`src/rtl/prim_elasticbuf_pkg.sv`:
```
// Shared helpers for the elastic buffer.
// Holds only functions, so the buffer's pointer and count widths stay local to the buffer itself.
package prim_elasticbuf_pkg;

  // Modulo-depth increment.
  // It works for any depth, not only powers of two.
  function automatic int unsigned wrap_inc(input int unsigned ptr, input int unsigned depth);
    return (ptr == depth - 1) ? 0 : ptr + 1;
  endfunction

endpackage

```
`src/rtl/prim_elasticbuf.sv`:
```
// Elastic FIFO buffer with registered ready/valid.
// Both handshake outputs come from flops, so there are no combinational paths through the buffer.
module prim_elasticbuf
  import prim_elasticbuf_pkg::*;
#(
  parameter int unsigned WIDTH           = 32,
  parameter int unsigned DEPTH           = 2,
  parameter int unsigned ZERO_ON_INVALID = 0
) (
  input  logic                       clk,
  input  logic                       reset_n,
  input  logic                       flush_i,
  output logic                       urdy_o,
  input  logic                       uvld_i,
  input  logic [WIDTH-1:0]           udat_i,
  input  logic                       drdy_i,
  output logic                       dvld_o,
  output logic [WIDTH-1:0]           ddat_o,
  output logic [$clog2(DEPTH+1)-1:0] count_o
);

  localparam int unsigned PTR_W = $clog2(DEPTH);
  localparam int unsigned CNT_W = $clog2(DEPTH + 1);
  localparam logic [CNT_W-1:0] FULL_CNT = CNT_W'(DEPTH);

  logic [WIDTH-1:0] mem [DEPTH];
  logic [PTR_W-1:0] wptr_q, wptr_d;
  logic [PTR_W-1:0] rptr_q, rptr_d;
  logic [CNT_W-1:0] count_q, count_d;
  logic             urdy_q, dvld_q, written_q;
  logic             up_beat, dn_beat;

  assign up_beat = uvld_i & urdy_q;
  assign dn_beat = dvld_q & drdy_i;

  // Flush overrides both beats.
  // Any upstream word offered in the flush cycle is simply lost.
  always_comb begin
    wptr_d  = wptr_q;
    rptr_d  = rptr_q;
    count_d = count_q;
    if (flush_i) begin
      wptr_d  = '0;
      rptr_d  = '0;
      count_d = '0;
    end else begin
      if (up_beat) wptr_d = PTR_W'(wrap_inc(32'(wptr_q), DEPTH));
      if (dn_beat) rptr_d = PTR_W'(wrap_inc(32'(rptr_q), DEPTH));
      unique case ({up_beat, dn_beat})
        2'b10:   count_d = count_q + CNT_W'(1);
        2'b01:   count_d = count_q - CNT_W'(1);
        default: count_d = count_q;
      endcase
    end
  end

  always_ff @(posedge clk or negedge reset_n) begin
    if (!reset_n) begin
      wptr_q    <= '0;
      rptr_q    <= '0;
      count_q   <= '0;
      urdy_q    <= 1'b0;
      dvld_q    <= 1'b0;
      written_q <= 1'b0;
    end else begin
      wptr_q    <= wptr_d;
      rptr_q    <= rptr_d;
      count_q   <= count_d;
      urdy_q    <= (count_d < FULL_CNT);
      dvld_q    <= (count_d != '0);
      written_q <= written_q | (up_beat & ~flush_i);
    end
  end

  always_ff @(posedge clk) begin
    if (up_beat && !flush_i) mem[wptr_q] <= udat_i;
  end

  // The storage array has no reset.
  // Until the first write, the output is masked so that reset drives zeros rather than X.
  always_comb begin
    ddat_o = mem[rptr_q];
    if (!written_q || ((ZERO_ON_INVALID != 0) && !dvld_q)) ddat_o = '0;
  end

  assign urdy_o  = urdy_q;
  assign dvld_o  = dvld_q;
  assign count_o = count_q;

`ifndef SYNTHESIS
  event up_beat_ev;
  event dn_beat_ev;

  always @(posedge clk) begin
    if (reset_n && !flush_i && up_beat) -> up_beat_ev;
    if (reset_n && !flush_i && dn_beat) -> dn_beat_ev;
    if (reset_n) begin
      assert (count_q <= FULL_CNT);
      assert (32'(wptr_q) < DEPTH && 32'(rptr_q) < DEPTH);
      assert (!(up_beat && count_q == FULL_CNT));
    end
  end
`endif

endmodule

```
`config.mk`:
```
export PLATFORM = sky130hd
export DESIGN_NAME = prim_elasticbuf
export DESIGN_NICKNAME = d
export VERILOG_FILES = /design/src/rtl/prim_elasticbuf_pkg.sv /design/src/rtl/prim_elasticbuf.sv
export SDC_FILE = /design/constraint.sdc
export NUM_CORES = 1
export LEC_CHECK = 0
export ABC_AREA = 1
export CORE_ASPECT_RATIO = 2
export CORE_MARGIN = 2
export CORE_UTILIZATION = 25
export CTS_BUF_LIST = sky130_fd_sc_hd__clkbuf_8
export CTS_CLUSTER_DIAMETER = 150
export CTS_CLUSTER_SIZE = 28
export DETAILED_ROUTE_END_ITERATION = 10
export PLACE_DENSITY = 0.57
export SETUP_SLACK_MARGIN = 0.1
export SKIP_LAST_GASP = 1
export SLEW_MARGIN = 10
export SYNTH_ARGS = -nofsm -noshare
export SYNTH_HDL_FRONTEND = slang
export SYNTH_SLANG_ARGS = --single-unit
```
`constraint.sdc`:
```
create_clock -name clk -period 2.23 [get_ports clk]
set_input_delay 0.223 -clock clk [delete_from_list [all_inputs] [get_ports clk]]
set_output_delay 0.223 -clock clk [all_outputs]
set_load 0.02 [all_outputs]
```
---- Word-level counts from Yosys, hierarchy flattened ----
Memories as Yosys holds them, arrays and structs flattened.
Index checks and enable logic that the tools add are counted.
W data, S select, Z words.
word-level totals
  register bits ........................... 7
  bits in writable memories ............... 64
  input bits .............................. 37
  output and inout bits ................... 36
  word-level logic and storage cells ...... 35
  memories kept ........................... 1
operators by class
  $add $sub $neg .......................... 4
  $lt $le $gt $ge ......................... 1
  equal/unequal tests ..................... 2
  muxes and demuxes ....................... 11
  bitwise operators ....................... 5
  reduce and logical (&&, ||, !) cells .... 5
memories
  name  words  bits a word  read ports  clocked after Yosys merged registers in  wr ports  RTL line               RTL
  mem   2      32           1           0                                        1         prim_elasticbuf.sv:26  logic [WIDTH-1:0] mem [DEPTH];
operators with widths
  cell                   number
  $mux W32               1
  $mux W1                8
  $reduce_bool A2 Y1     3
  $pmux W2 S2            1
  $and A1 B1 Y1          3
  $add A1 B1 Y1 const B  2
  $add A2 B1 Y2 const B  1
  $eq A2 B1 Y1 const B   1
  $eq A2 B2 Y1 const B   1
  $lt A2 B2 Y1 const B   1
  $mux W2                1
  $sub A2 B1 Y2 const B  1
  $logic_and A1 B1 Y1    1
  $logic_not A1 Y1       1
  $not A1 Y1             1
  $or A1 B1 Y1           1

---- Logic depth before layout (Yosys ltp) ----
Gate-level depths: netlist of run 1.
  depth after elaboration ................. 5
  gate-level depth with buffers ........... 9

---- Worst setup path before layout of run 1 ----
OpenSTA, ideal clock, no wires.
  path kind ............................... register -> register
  start ................................... register urdy_q, in the netlist urdy_o
  end ..................................... memory mem[0][0] (enable)
  library setup time ...................... 421 ps
  arrival time ............................ 2059 ps
  data required time ...................... 1809 ps
  slack ................................... -250 ps
  stages on the path, launching flop included .. 5
  period minus slack after synthesis ...... 2480 ps
  cells stage by stage .................... dfrtp_1 nand2_1 inv_1 nand2_1 nor2_1
between the ends
  longest elaborated chain between the ends .. 4
RTL lines
  element                        RTL line               RTL
  start: declaration             prim_elasticbuf.sv:30  logic urdy_q, dvld_q, written_q;
  start signal: assignment       prim_elasticbuf.sv:69  urdy_q <= (count_d < FULL_CNT);
  $and A1 B1 Y1                  prim_elasticbuf.sv:33  assign up_beat = uvld_i & urdy_q;
  $logic_and A1 B1 Y1            prim_elasticbuf.sv:76  if (up_beat && !flush_i) mem[wptr_q] <= udat_i;
  $mux W1                        prim_elasticbuf.sv:76
  $mux W1 (implied by the code)  prim_elasticbuf.sv:76
  end: declaration               prim_elasticbuf.sv:26
No other way between the ends.

---- Worst setup path in the final report of run 1 ----
  start ................................... register rptr_q
  end ..................................... output port ddat_o[5]
between the ends
  longest elaborated chain between the ends .. 2
RTL lines
  element                   RTL line               RTL
  start: declaration        prim_elasticbuf.sv:28  logic [PTR_W-1:0] rptr_q, rptr_d;
  start signal: assignment  prim_elasticbuf.sv:67  rptr_q <= rptr_d;
  $mem_v2 Z2 W32            n/a
  $mux W32                  prim_elasticbuf.sv:83  if (!written_q || ((ZERO_ON_INVALID != 0) && !dvld_q)) ddat_o = '0;
  end: declaration          prim_elasticbuf.sv:18  output logic [WIDTH-1:0] ddat_o,
No other way between the ends.

==> results.json, run 1 <==
{
  "status": "completed",
  "io_pins": 73,
  "clock_latency_ps": 340,
  "ant_nets": 0,
  "synth_area_leader_cell": "edfxtp_1",
  "hpwl_um": 4090,
  "crit_slowest_cell": "clkdlybuf4s50_1",
  "grt_start_max_net_pins": 33,
  "grt_pass1_vias": 1895,
  "antenna_found_initial": 0,
  "drt-total-wl_um": 5910,
  "synth_warnings": 0,
  "setup_viol": 0,
  "hold_buffers": 0,
  "crit_chain": "buf_8 > o21ai_0 > nor2_1 > clkdlybuf4s50_1",
  "drive_above_1_share_pct": 7.85,
  "max_cap_viol_count": 0,
  "viasPerCell": 4.14,
  "required_ps": 2010,
  "slew_viol_final": 0,
  "cts_setup_buffers": 0,
  "fillers": 1015,
  "fin_util_pct": 37.2,
  "cts_tree": "built",
  "worst_pin_slew_ps": 349,
  "leakage_nw": 1.61,
  "dr.pass1.iters": 4,
  "cp.arrival_ps": 1810,
  "fin_crit_ps": 2040,
  "rsz0062_at_grt": "true",
  "syn_nets": 246,
  "drc_errors": 0,
  "place_area_sq_um": 3630,
  "hold_viol_final": 0,
  "ys_top_cells_by_area": "edfxtp_1 71%, nor2_1 9.2%, dfrtp_1 6.5%",
  "drt-wirelength-per-cell_um": 13.7,
  "path_clk_slew_ps": 70,
  "hold_ws_ps": 152,
  "nets": 326,
  "fp-row-count": 53,
  "yosys.area.top_type_share_pct": 71.1,
  "cts_made_buffers": 9,
  "fin_skew_ps": 6.98,
  "syn_area_sq_um": 2700,
  "ir_worst_vdd_v": 0.000425,
  "fmaxAchievable_ghz": 0.491,
  "gp_congestion": 0.745,
  "vias": 1781,
  "yosysUniqueCellTypes": 15,
  "relSlewSlack_pct": 76.7,
  "synth-seq-area-share_pct": 77.6,
  "synthCells": 208,
  "grt_pass1_wl_um": 9470,
  "p_total_mw": 3.78,
  "slowest_delay_ps": 610,
  "grt_util_all_layers_pct": 11.0,
  "die_w_um": 77.5,
  "ys.flop_type": "edfxtp_1",
  "die_y_um": 151,
  "critPathKind": "flop to output pin",
  "cts_num_sinks": 71,
  "fin_setup_tns_ps": 0,
  "grt-ovfl-total": 0,
  "syn-mean-instance-area_sq_um": 13.0,
  "cts_max_level": 3,
  "power_density_nw_per_um2": 963,
  "fp.dieArea_sq_um": 11700,
  "clockBufferDepth": 2,
  "stdcell_area_sq_um": 3920,
  "path_max_fanout": 32,
  "start_util_pct": 25.6,
  "cts_root_buf": "clkbuf_8",
  "drt_iter0_drc": 103,
  "area_growth_pct": 45.1,
  "post-route-period-util_pct": 91.4,
  "async_reset_ff_share_pct": 9.86,
  "synth_edf_count": 64,
  "synth_common_cells": "66 x nor2_1, 64 x edfxtp_1, 33 x o21ai_0",
  "critPathLaunchType": "flop",
  "coreArea_sq_um": 10500,
  "port_buffers": 72,
  "min_path_type": "input port to asynchronous set/reset pin",
  "yosysMostFrequentCell": "nor2_1",
  "num_antenna_cells": 0,
  "crit_path_end_kind": "output pin",
  "ys_seq_elements": 71
}
-- sequential cells by signal, indices dropped and copies added (netlist names) --
| name | cells |
|---|---|
| mem | 64 |
| count_o | 2 |
| dvld_o | 1 |
| rptr_q | 1 |
| urdy_o | 1 |
| wptr_q | 1 |
| written_q | 1 |
-- cell usage in the layout (no fill, tap or decap), drive strengths merged, types with 3 or more instances in the layout --
cell type,count
nand3,3
edfxtp,64
dlymetal6s2s,22
nor2,66
inv,11
clkdlybuf4s50,41
o21ai,33
clkinv,4
dlygate4sd2,9
clkbuf,9
buf,6
nand2,11
bufinv,3
dfrtp,7
-- area by class of cell --
cell class / count / area [sq um] / share of cell area (%)
timing repair buffer: 78 / 858 / 21.9
tap: 137 / 171 / 4.37
inverter: 11 / 43.8 / 1.12
sequential: 71 / 2100 / 53.5
clock buffer: 9 / 124 / 3.16
clock inverter: 7 / 111 / 2.84
multi-input combinational: 117 / 514 / 13.1
-- metal layers --
metal,vias up,global-route usage [%],share of wire (%)
li1,883,-,-
met1,838,10.7,36
met2,47,20.0,57
met3,13,3.10,4.6
met4,0,7.05,2.8
met5,-,0,0
-- through the flow --
stage / std cells / worst slack, ps
after floorplan: 208 / 256
after global placement: 414 / 405
after detailed placement: 414 / 397
after CTS: 430 / 55.4
after global routing: 430 / 95.2
final: 430 / 192
-- power by group --
part / switching [mW] / total (mW) / leakage, nW / internal (mW)
registers: 0.0455 / 1.62 / 0.669 / 1.58
logic: 0.561 / 0.969 / 0.826 / 0.408
clock network: 0.446 / 1.18 / 0.118 / 0.735
-- logic make-up (layout without fill, tap and decap cells) --
logic type	count (synthesis)	count (layout)	share of synthesized area [%]
DFF	71	71	77.6
and+or+nand+nor	81	81	11.5
adders and majority gates	1	1	0.463
buffers and inverters	20	105	3.89
AOI/OAI and AO/OA	35	35	6.53
-- what timing repair did --
item / in CTS / in global routing
pin swaps: 0 / 0
setup endpoints to repair: 30 / 23
gates resized for setup: 11 / 24
-- final timing paths --
kind / from / end / slack, ps / cells after the start
max: rptr_q / ddat_o[5] / 190 / 4
min: reset_n / count_o[0] / 150 / 1
max reg2reg: urdy_o / mem[0][31] / 760 / 5
min reg2reg: wptr_q / wptr_q / 550 / 1
max in group asynchronous: reset_n / urdy_o / 1820 / 1
min in group clk: udat_i[22] / mem[0][22] / 460 / 1
-- worst max-delay path, delay by kind of cell, from the launching register on --
family | cells | cell delay [ps]
flip-flops | 1 | 420
AO/OA/AOI/OAI | 1 | 130
buffers and inverters | 2 | 830
AND/OR/NAND/NOR | 1 | 90
Note: power is estimated with default switching activity, not from simulation.
==> run 2, diff against run 1 <==
Settings changed: CORE_MARGIN 2 to unset, CORE_UTILIZATION 25 to 26, PLACE_DENSITY 0.57 to 0.56.
Clock period 2.23 ns to 2.6 ns, I/O delays scaled along.
==> results.json, run 2 (synthesis results as in run 1) <==
{
  "status": "completed",
  "grt_pass1_vias": 1857,
  "cts_root_buf": "clkbuf_8",
  "num_antenna_cells": 0,
  "drive_above_1_share_pct": 7.85,
  "hold_viol_final": 0,
  "ant_nets": 0,
  "gp_congestion": 0.744,
  "crit_path_end_kind": "output pin",
  "path_common_cell": "nor2_1",
  "final_cell_mix": "72 x clkdlybuf4s50_1, 64 x nor2_1, 64 x edfxtp_1",
  "ir_worst_vdd_v": 0.000407,
  "stdcell_area_sq_um": 3840,
  "pwr-share-clk_pct": 28.9,
  "drt-total-wl_um": 6160,
  "antenna_found_initial": 0,
  "hold_ws_ps": 178,
  "coreArea_sq_um": 10100,
  "largest_register_ffs": 64,
  "grt_util_met2_pct": 21.6,
  "cts_resized": 0,
  "vias": 1827,
  "hold_buffers": 0,
  "critPathKind": "flop to output pin",
  "cts_num_sinks": 71,
  "grt_start_max_net_pins": 33,
  "fin_util_pct": 38.0,
  "viasPerCell": 4.27,
  "die_y_um": 146,
  "comb_power_share_pct": 27.4,
  "place_area_sq_um": 3620,
  "path_buf_inv": 3,
  "ff_latch_area_sq_um": 2100,
  "start_util_pct": 26.8,
  "critPathLaunchType": "flop",
  "hpwl_um": 4320,
  "area_growth_pct": 42.0,
  "cpLargestDelayFamily": "buffers and inverters",
  "final_common_cell": "clkdlybuf4s50_1",
  "rsz0062_at_grt": "false",
  "crit_chain": "inv_2 > buf_4 > nor2_1 > nor2_1 > clkdlybuf4s50_1",
  "gr-usage-met1_pct": 12.6,
  "cts_made_buffers": 9,
  "io_pins": 73,
  "fp.dieArea_sq_um": 10800,
  "p_seq_share_pct": 43.7,
  "slowest_delay_ps": 630,
  "setup_viol": 0,
  "fmaxAchievable_ghz": 0.433,
  "grt-ovfl-total": 0,
  "post-route-period-util_pct": 88.9,
  "drc_errors": 0,
  "crit_slowest_cell": "clkdlybuf4s50_1",
  "min_path_type": "input port to asynchronous set/reset pin",
  "grt_util_all_layers_pct": 12.5,
  "fillers": 990,
  "grt_busiest_layer": "met2",
  "cp.arrival_ps": 2050,
  "leakage_nw": 1.39,
  "drt-wirelength-per-cell_um": 14.4,
  "slew_viol_final": 0,
  "relSlewSlack_pct": 63.3,
  "path_clk_slew_ps": 70,
  "dr.pass1.iters": 4,
  "power_density_nw_per_um2": 831,
  "die_w_um": 74.1,
  "clock_latency_ps": 340,
  "gr-usage-met3_pct": 3.80,
  "power_switching_uw": 922,
  "cts_setup_buffers": 0,
  "max_cap_viol_count": 0,
  "cts_tree": "built",
  "cts_max_level": 3,
  "fin_setup_tns_ps": 0,
  "power.internal_mw": 2.26,
  "drt_iter0_drc": 72,
  "required_ps": 2340,
  "multi_input_area_sq_um": 514,
  "swShare_pct": 28.9,
  "worst_pin_slew_ps": 550,
  "fp-row-count": 52,
  "nets": 326,
  "regMostFlops": "mem",
  "port_buffers": 72,
  "grt_pass1_wl_um": 9490,
  "fin_skew_ps": 7.84,
  "path_max_fanout": 14,
  "fin_crit_ps": 2310,
  "clockBufferDepth": 2
}
## run 2: cell count changes in the layout (fill, tap and decap cells not counted), moves of 2 or more
| cell | delta |
|---|---|
| dlymetal6s2s_1 | -22 |
| clkdlybuf4s50_1 | +31 |
| dlygate4sd2_1 | -9 |
| clkinvlp_4 | +2 |
| buf_4 | +2 |
## run 2: through the flow
step	std cells	setup WS (ps)	power [mW]
final	428	290	3.19
after global routing	428	132	3.35
after CTS	428	226	3.24
after detailed placement	412	616	2.31
after global placement	412	645	2.29
after floorplan	208	120	1.86
## run 2: metal layers
metal / vias up / wire (um)
met3: 11 / 270
met5: - / 0
met1: 878 / 2190
li1: 880 / -
met4: 0 / 208
met2: 58 / 3490
## run 2: power groups by stage
stage / clock network, mW / registers (mW) / logic (mW)
floorplan: 0 / 1.44 / 0.420
global placement: 0 / 1.41 / 0.878
detailed placement: 0 / 1.42 / 0.890
CTS: 0.950 / 1.39 / 0.892
global route: 1.00 / 1.40 / 0.948
finish: 0.921 / 1.39 / 0.874
## run 2: worst paths after layout
check	start	to	slack (ps)	depth (start not counted)
max	rptr_q	ddat_o[26]	290	5
min reg2reg	wptr_q	wptr_q	560	1
max in group asynchronous	reset_n	count_o[0]	2170	1
min	reset_n	urdy_o	180	1
max reg2reg	urdy_o	mem[0][6]	1020	5
min in group clk	udat_i[0]	mem[1][0]	490	1
## run 2: area by class of cell
cell class,instances,share of cell area (%)
Sequential cell,71,54.7
Timing Repair Buffer,78,20.9
Multi-Input combinational cell,117,13.4
Tap cell,135,4.40
Clock buffer,9,3.23
Clock inverter,7,2.28
Inverter,11,1.08
